===== config.mk =====
export PLATFORM = sky130hd
export DESIGN_NAME = vga_layer_mixer_flat
export DESIGN_NICKNAME = d
export VERILOG_FILES = /design/src/rtl/vga_layer_mixer_if.sv /design/src/rtl/vga_layer_mixer.sv /design/src/flat_wrapper.sv
export SDC_FILE = /design/constraint.sdc
export NUM_CORES = 1
export LEC_CHECK = 0
export CORE_UTILIZATION = 35
export CTS_CLUSTER_SIZE = 40
export DETAILED_ROUTE_END_ITERATION = 8
export GPL_TIMING_DRIVEN = 0
export PLACE_DENSITY = 0.62
export SYNTH_ARGS = -nofsm -noshare
export SYNTH_HDL_FRONTEND = slang
export SYNTH_SLANG_ARGS = --single-unit

===== constraint.sdc =====
create_clock -name mclk -period 2.1 [get_ports mclk]
set_input_delay 0.525 -clock mclk [delete_from_list [all_inputs] [get_ports mclk]]
set_output_delay 0.525 -clock mclk [all_outputs]
set_load 0.02 [all_outputs]

===== src/rtl/vga_layer_mixer_if.sv =====
// Pixel bus between the VGA sync driver and the layer mixer.
// Latency: none, wires only.
// Backpressure: none; the pixel stream advances every mclk.
//
// Ports (as seen by the mixer, slave modport):
//   in  hsync_in, vsync_in, von_in, frame_tick, blink_req
//   in  layer_color[N_LAYERS*COLOR_W], layer_valid[N_LAYERS], layer_en[N_LAYERS]
//   out color_out[COLOR_W], hsync_out, vsync_out, von_out, blink_phase
interface vga_layer_mixer_if #(
  parameter int N_LAYERS = 4,
  parameter int COLOR_W  = 8
);
  logic                         hsync_in;
  logic                         vsync_in;
  logic                         von_in;
  logic                         frame_tick;
  logic [N_LAYERS*COLOR_W-1:0]  layer_color;
  logic [N_LAYERS-1:0]          layer_valid;
  logic [N_LAYERS-1:0]          layer_en;
  logic                         blink_req;
  logic [COLOR_W-1:0]           color_out;
  logic                         hsync_out;
  logic                         vsync_out;
  logic                         von_out;
  logic                         blink_phase;

  modport master (
    output hsync_in, vsync_in, von_in, frame_tick, layer_color, layer_valid,
           layer_en, blink_req,
    input  color_out, hsync_out, vsync_out, von_out, blink_phase
  );

  modport slave (
    input  hsync_in, vsync_in, von_in, frame_tick, layer_color, layer_valid,
           layer_en, blink_req,
    output color_out, hsync_out, vsync_out, von_out, blink_phase
  );
endinterface


===== src/rtl/vga_layer_mixer.sv =====
// Priority compositor of N_LAYERS colour sources over a background, with blanking and blink.
// Latency: PIPE mclk cycles from bus inputs to color_out/hsync_out/vsync_out/von_out.
// Backpressure: none; one pixel accepted and produced every mclk.
//
// Ports:
//   mclk   system clock
//   reset  synchronous, active-high
//   bus    vga_layer_mixer_if slave (sync/visible/tick/layer inputs, composited outputs)
module vga_layer_mixer #(
  parameter int                  N_LAYERS     = 4,
  parameter int                  COLOR_W      = 8,
  parameter int                  PIPE         = 2,
  parameter logic [COLOR_W-1:0]  BG_COLOR     = 8'b010_010_01,
  parameter logic [N_LAYERS-1:0] BLINK_MASK   = '1,
  parameter int                  BLINK_FRAMES = 15,
  parameter logic                SYNC_IDLE    = 1'b1
) (
  input logic             mclk,
  input logic             reset,
  vga_layer_mixer_if.slave bus
);

  typedef struct packed {
    logic [COLOR_W-1:0] color;
    logic               hsync;
    logic               vsync;
    logic               von;
  } stage_t;

  typedef enum logic {
    OFF = 1'b0,
    ON  = 1'b1
  } phase_e;

  localparam stage_t     STAGE_IDLE = '{color: '0, hsync: SYNC_IDLE, vsync: SYNC_IDLE, von: 1'b0};
  localparam logic [7:0] CNT_LAST   = 8'(BLINK_FRAMES - 1);

  logic [N_LAYERS-1:0] en_q;
  phase_e              phase_q, phase_d;
  logic [7:0]          cnt_q, cnt_d;
  logic [N_LAYERS-1:0] eff;
  logic [COLOR_W-1:0]  sel_color;
  stage_t              stage_in;
  stage_t              stage_tail;
  stage_t              pipe_q [PIPE];

  // Enables only move on the frame boundary so a frame is never torn.
  always_ff @(posedge mclk) begin
    if (reset) begin
      en_q <= '1;
    end else if (bus.frame_tick) begin
      en_q <= bus.layer_en;
    end
  end

  // Blink state machine: cnt counts frame ticks within a half-period.
  always_ff @(posedge mclk) begin
    if (reset) begin
      phase_q <= ON;
      cnt_q   <= '0;
    end else begin
      phase_q <= phase_d;
      cnt_q   <= cnt_d;
    end
  end

  always_comb begin
    phase_d = phase_q;
    cnt_d   = cnt_q;
    if (!bus.blink_req) begin
      // Dropping the request wins over a coincident tick.
      phase_d = ON;
      cnt_d   = '0;
    end else if (bus.frame_tick) begin
      if (cnt_q == CNT_LAST) begin
        cnt_d   = '0;
        phase_d = (phase_q == ON) ? OFF : ON;
      end else begin
        cnt_d = cnt_q + 8'd1;
      end
    end
  end

  // Stage 1 select: lowest-index effective layer wins, walk from lowest priority up.
  assign eff = bus.layer_valid & en_q & ~(BLINK_MASK & {N_LAYERS{phase_q == OFF}});

  always_comb begin
    sel_color = BG_COLOR;
    for (int i = N_LAYERS - 1; i >= 0; i--) begin
      if (eff[i]) begin
        sel_color = bus.layer_color[i*COLOR_W +: COLOR_W];
      end
    end
  end

  always_comb begin
    stage_in       = STAGE_IDLE;
    stage_in.color = sel_color;
    stage_in.hsync = bus.hsync_in;
    stage_in.vsync = bus.vsync_in;
    stage_in.von   = bus.von_in;
  end

  // Blanking is applied on entry to the last stage so color_out stays registered.
  always_comb begin
    stage_tail = pipe_q[PIPE-2];
    if (!stage_tail.von) begin
      stage_tail.color = '0;
    end
  end

  always_ff @(posedge mclk) begin
    if (reset) begin
      for (int k = 0; k < PIPE; k++) begin
        pipe_q[k] <= STAGE_IDLE;
      end
    end else begin
      pipe_q[0] <= stage_in;
      for (int k = 1; k < PIPE - 1; k++) begin
        pipe_q[k] <= pipe_q[k-1];
      end
      pipe_q[PIPE-1] <= stage_tail;
    end
  end

  assign bus.color_out   = pipe_q[PIPE-1].color;
  assign bus.hsync_out   = pipe_q[PIPE-1].hsync;
  assign bus.vsync_out   = pipe_q[PIPE-1].vsync;
  assign bus.von_out     = pipe_q[PIPE-1].von;
  assign bus.blink_phase = (phase_q == ON);

endmodule


===== src/flat_wrapper.sv =====
// flat-port wrapper written by rule: the top's interface ports become plain ports
module vga_layer_mixer_flat 
#(
  parameter int                  N_LAYERS     = 4,
  parameter int                  COLOR_W      = 8,
  parameter int                  PIPE         = 2,
  parameter logic [COLOR_W-1:0]  BG_COLOR     = 8'b010_010_01,
  parameter logic [N_LAYERS-1:0] BLINK_MASK   = '1,
  parameter int                  BLINK_FRAMES = 15,
  parameter logic                SYNC_IDLE    = 1'b1
)
  (mclk, reset, bus_hsync_in, bus_vsync_in, bus_von_in, bus_frame_tick, bus_layer_color, bus_layer_valid, bus_layer_en, bus_blink_req, bus_color_out, bus_hsync_out, bus_vsync_out, bus_von_out, bus_blink_phase);
  vga_layer_mixer_if #(.N_LAYERS(N_LAYERS), .COLOR_W(COLOR_W)) bus_i ();
  input logic mclk;
  input logic reset;
  input wire logic [$bits(bus_i.hsync_in)-1:0] bus_hsync_in;
  input wire logic [$bits(bus_i.vsync_in)-1:0] bus_vsync_in;
  input wire logic [$bits(bus_i.von_in)-1:0] bus_von_in;
  input wire logic [$bits(bus_i.frame_tick)-1:0] bus_frame_tick;
  input wire logic [$bits(bus_i.layer_color)-1:0] bus_layer_color;
  input wire logic [$bits(bus_i.layer_valid)-1:0] bus_layer_valid;
  input wire logic [$bits(bus_i.layer_en)-1:0] bus_layer_en;
  input wire logic [$bits(bus_i.blink_req)-1:0] bus_blink_req;
  output wire logic [$bits(bus_i.color_out)-1:0] bus_color_out;
  output wire logic [$bits(bus_i.hsync_out)-1:0] bus_hsync_out;
  output wire logic [$bits(bus_i.vsync_out)-1:0] bus_vsync_out;
  output wire logic [$bits(bus_i.von_out)-1:0] bus_von_out;
  output wire logic [$bits(bus_i.blink_phase)-1:0] bus_blink_phase;
  assign bus_i.hsync_in = bus_hsync_in;
  assign bus_i.vsync_in = bus_vsync_in;
  assign bus_i.von_in = bus_von_in;
  assign bus_i.frame_tick = bus_frame_tick;
  assign bus_i.layer_color = bus_layer_color;
  assign bus_i.layer_valid = bus_layer_valid;
  assign bus_i.layer_en = bus_layer_en;
  assign bus_i.blink_req = bus_blink_req;
  assign bus_color_out = bus_i.color_out;
  assign bus_hsync_out = bus_i.hsync_out;
  assign bus_vsync_out = bus_i.vsync_out;
  assign bus_von_out = bus_i.von_out;
  assign bus_blink_phase = bus_i.blink_phase;
  vga_layer_mixer #(.N_LAYERS(N_LAYERS), .COLOR_W(COLOR_W), .PIPE(PIPE), .BG_COLOR(BG_COLOR), .BLINK_MASK(BLINK_MASK), .BLINK_FRAMES(BLINK_FRAMES), .SYNC_IDLE(SYNC_IDLE)) u_core (.mclk(mclk), .reset(reset), .bus(bus_i));
endmodule

==> key figures <==
Synthesis
  – Syn avg cell area: 9.543 sq um
  – Top-area cell type share of the netlist area: 45.60%
  – Synth Instances: 161
  – #FFs+latches synth: 35
  – Mapped Nets: 210
  – Syn. warnings: 0
  – Ranking of synthesized cells by area: dfxtp_1, o311ai_1, buf_4
  – Mapped Area: 1536 sq um
  – Post-synth top area cell: dfxtp_1
  – Distinct cell type count after synthesis: 39
  – Register area share after synthesis: 45.60%

Clock network
  – CTS Root Cell: clkbuf_8
  – Num CTS Buffers: 5
  – Sink Count: 35
  – Worst-Skew Late Latency: 280 ps
  – CTS tree: done
  – Clock H-tree levels: 2
  – Post-CTS sizing: 0
  – Clock Path Buffers: 2
  – Hold-fix buffers, CTS: 0
  – Post-CTS Setup Repair Bufs: 0
  – Clock-pin slew on the worst setup and hold paths: 70 ps

Power
  – Switching Share: 21.17%
  – VDD IR max: 355.4 uV
  – Leak Pwr: 0.8751 nW
  – Switching power: 0.0003271 W
  – Comb pwr share: 14.6%
  – Sequential share of power: 45.6%
  – P per Cell Area: 675.4 nW/um^2
  – Pint: 0.001218 W
  – Clk pwr share: 39.8%

Detailed routing
  – Vias per cell: 4.851
  – Total wire length: 3442 um
  – Final ANT Viol Nets: 0
  – Vias: 1339
  – Pre-antenna DRT Iters: 4
  – WL/cell: 12.47 um
  – DR DRC count: 0
  – Initial drt markers: 45

Layout
  – Most frequent cells in the layout: clkdlybuf4s50_1, dfxtp_1, nand3_1, buf_4
  – Layout cell share with drive strength beyond 1: 14.16%
  – Final net count: 274
  – Most common cell after layout, fill and taps aside: clkdlybuf4s50_1
  – # diodes: 0
  – Layout area overhead: 48.86%

GRT
  – Global Route Usage Sum: 16.46%
  – GRT overflow: 0
  – Largest net degree at the start of global routing: 12
  – Number of global-route vias before repair: 1253
  – Initial antenna violation count: 0
  – First-pass GRT wire length: 5547 um

Critical path
  – Startpoint types: flip-flop
  – Worst r2r dst: u_core.cnt_q[1]
  – Sequence of cells on the critical path: clkdlybuf4s50_1
  – Required @ worst endpoint: 1570 ps
  – CP arrival: 1310 ps
  – Worst path bufs/invs: 1
  – CP endpoint kind: primary output
  – Family with the most delay on the worst path: buffers and inverters
  – CP max stage delay: 630 ps
  – CP startpoint: u_core.bus.blink_phase
  – FF-to-FF Start: u_core.cnt_q[0]
  – R2r worst-path depth: 5
  – CP max stage cell: clkdlybuf4s50_1
  – Setup CP Type: flip-flop to primary output
  – Critical path depth: 1
  – Top fanout value on the critical path: 5
  – Worst setup path end: bus_blink_phase
  – R2r setup slk: 740 ps

Die
  – Die X: 68.26 um
  – Core area: 4115 sq um
  – I/O pin cnt: 59
  – Site Rows: 23
  – Die H: 68.26 um
  – Die ar.: 4659 sq um
  – Initial Util: 37.34%

STA
  – Final worst path period share: 87.51%
  – RSZ-0062 raised after global routing: no
  – Setup TNS: 0 ps
  – Measured slew at the worst slew-check pin: 421.1 ps
  – Min cycle time layout: 1838 ps
  – Slew headroom: 71.68%
  – Final hold violation count: 0
  – Slew Viols, Final: 0
  – PnR worst setup slack: 262.3 ps
  – Clock Skew: 3.581 ps
  – # setup viols final: 0
  – Fmax: 0.5442 GHz

Placed design
  – Hpwl dp: 2814 um
  – PortBufs: 57
  – Placer Congestion: 0.7970
  – Dpl ws: 110.9 ps

Min path
  – Worst min path class: flip-flop to flip-flop

Run
  – Max-cap violations: 0

Run status
  – Status: completed
[metrics by stage]
step / cell area, sq um / total power, W / std cells / util [%] / hold slack [ps]
after floorplan: 1536 / 0.0008221 / 161 / - / 389.5
after global placement: 2170 / 0.0009397 / 268 / 52.72 / 398.4
after detailed placement: 2170 / 0.0009453 / 268 / 52.72 / 396.8
after CTS: 2287 / 0.001560 / 276 / 55.58 / 412.1
after global routing: 2287 / 0.001617 / 276 / 55.58 / 426.8
final: 2287 / 0.001545 / 276 / 55.58 / 410.0
[layout make-up]
type,instances,area (sq um)
fill,376,1828
sequential,35,700.7
multi-input combinational,103,696.9
timing repair buffer,57,570.5
buffer,16,112.6
clock buffer,6,82.58
tap,50,62.56
clock inverter,2,35.03
inverter,7,26.28
[synthesized netlist by cell type, drive strengths merged]
library cell / instances
dfxtp: 35
buf: 14
nand3: 10
and2: 9
or2: 9
o311ai: 8
inv: 7
nand2: 7
nor2: 7
nor2b: 6
a32o: 5
or3: 5
a211o: 4
a21oi: 3
a311oi: 3
nand3b: 3
nand4: 3
nor3: 3
o21ai: 3
clkbuf: 2
ha: 2
nand2b: 2
a2111oi: 1
a21boi: 1
a31oi: 1
and2b: 1
mux2i: 1
nand4b: 1
o211ai: 1
o21bai: 1
o31ai: 1
xnor2: 1
xor2: 1
[power by group through the flow]
stage	logic (W)	clock network (W)	registers (W)
global route	0.000244	0.000665	0.000707
finish	0.000225	0.000615	0.000704
global placement	0.000221	0	0.000719
CTS	0.000226	0.000630	0.000704
detailed placement	0.000226	0	0.000720
floorplan	0.000102	0	0.000720
[flip-flops by register name, indices dropped and copies added (netlist names)]
| signal | cells |
|---|---|
| u_core.pipe_q | 22 |
| u_core.cnt_q | 8 |
| u_core.en_q | 4 |
| u_core.bus.blink_phase | 1 |
[per-layer routing]
layer | GRT usage, % | share of wire, %
met5 | 0 | 0
met4 | 4.688 | 0.76
met1 | 19.52 | 45
met3 | 5.167 | 5.7
met2 | 28.19 | 49
[cells by family after synthesis]
group	after synthesis	share of synthesized area (%)
flip-flops	35	45.60
adder cells (fa/ha/maj)	2	1.628
AND/OR/NAND/NOR	66	25.25
multiplexers	1	0.6515
XOR/XNOR	2	1.140
AO/OA/AOI/OAI	32	16.69
buffers and inverters	23	9.039
[worst min path at each step]
stage                                      end  slack [ps]                start  cells after the start
after floorplan           u_core.pipe_q[0][12]         390  u_core.pipe_q[0][1]                      1
after global routing      u_core.pipe_q[0][12]         430  u_core.pipe_q[0][1]                      1
after CTS                 u_core.pipe_q[0][12]         410  u_core.pipe_q[0][1]                      1
after detailed placement  u_core.pipe_q[0][12]         400  u_core.pipe_q[0][1]                      1
final                     u_core.pipe_q[0][12]         410  u_core.pipe_q[0][1]                      1
after global placement    u_core.pipe_q[0][13]         400  u_core.pipe_q[0][2]                      1
No activity file was read; power rests on OpenSTA's default activity.
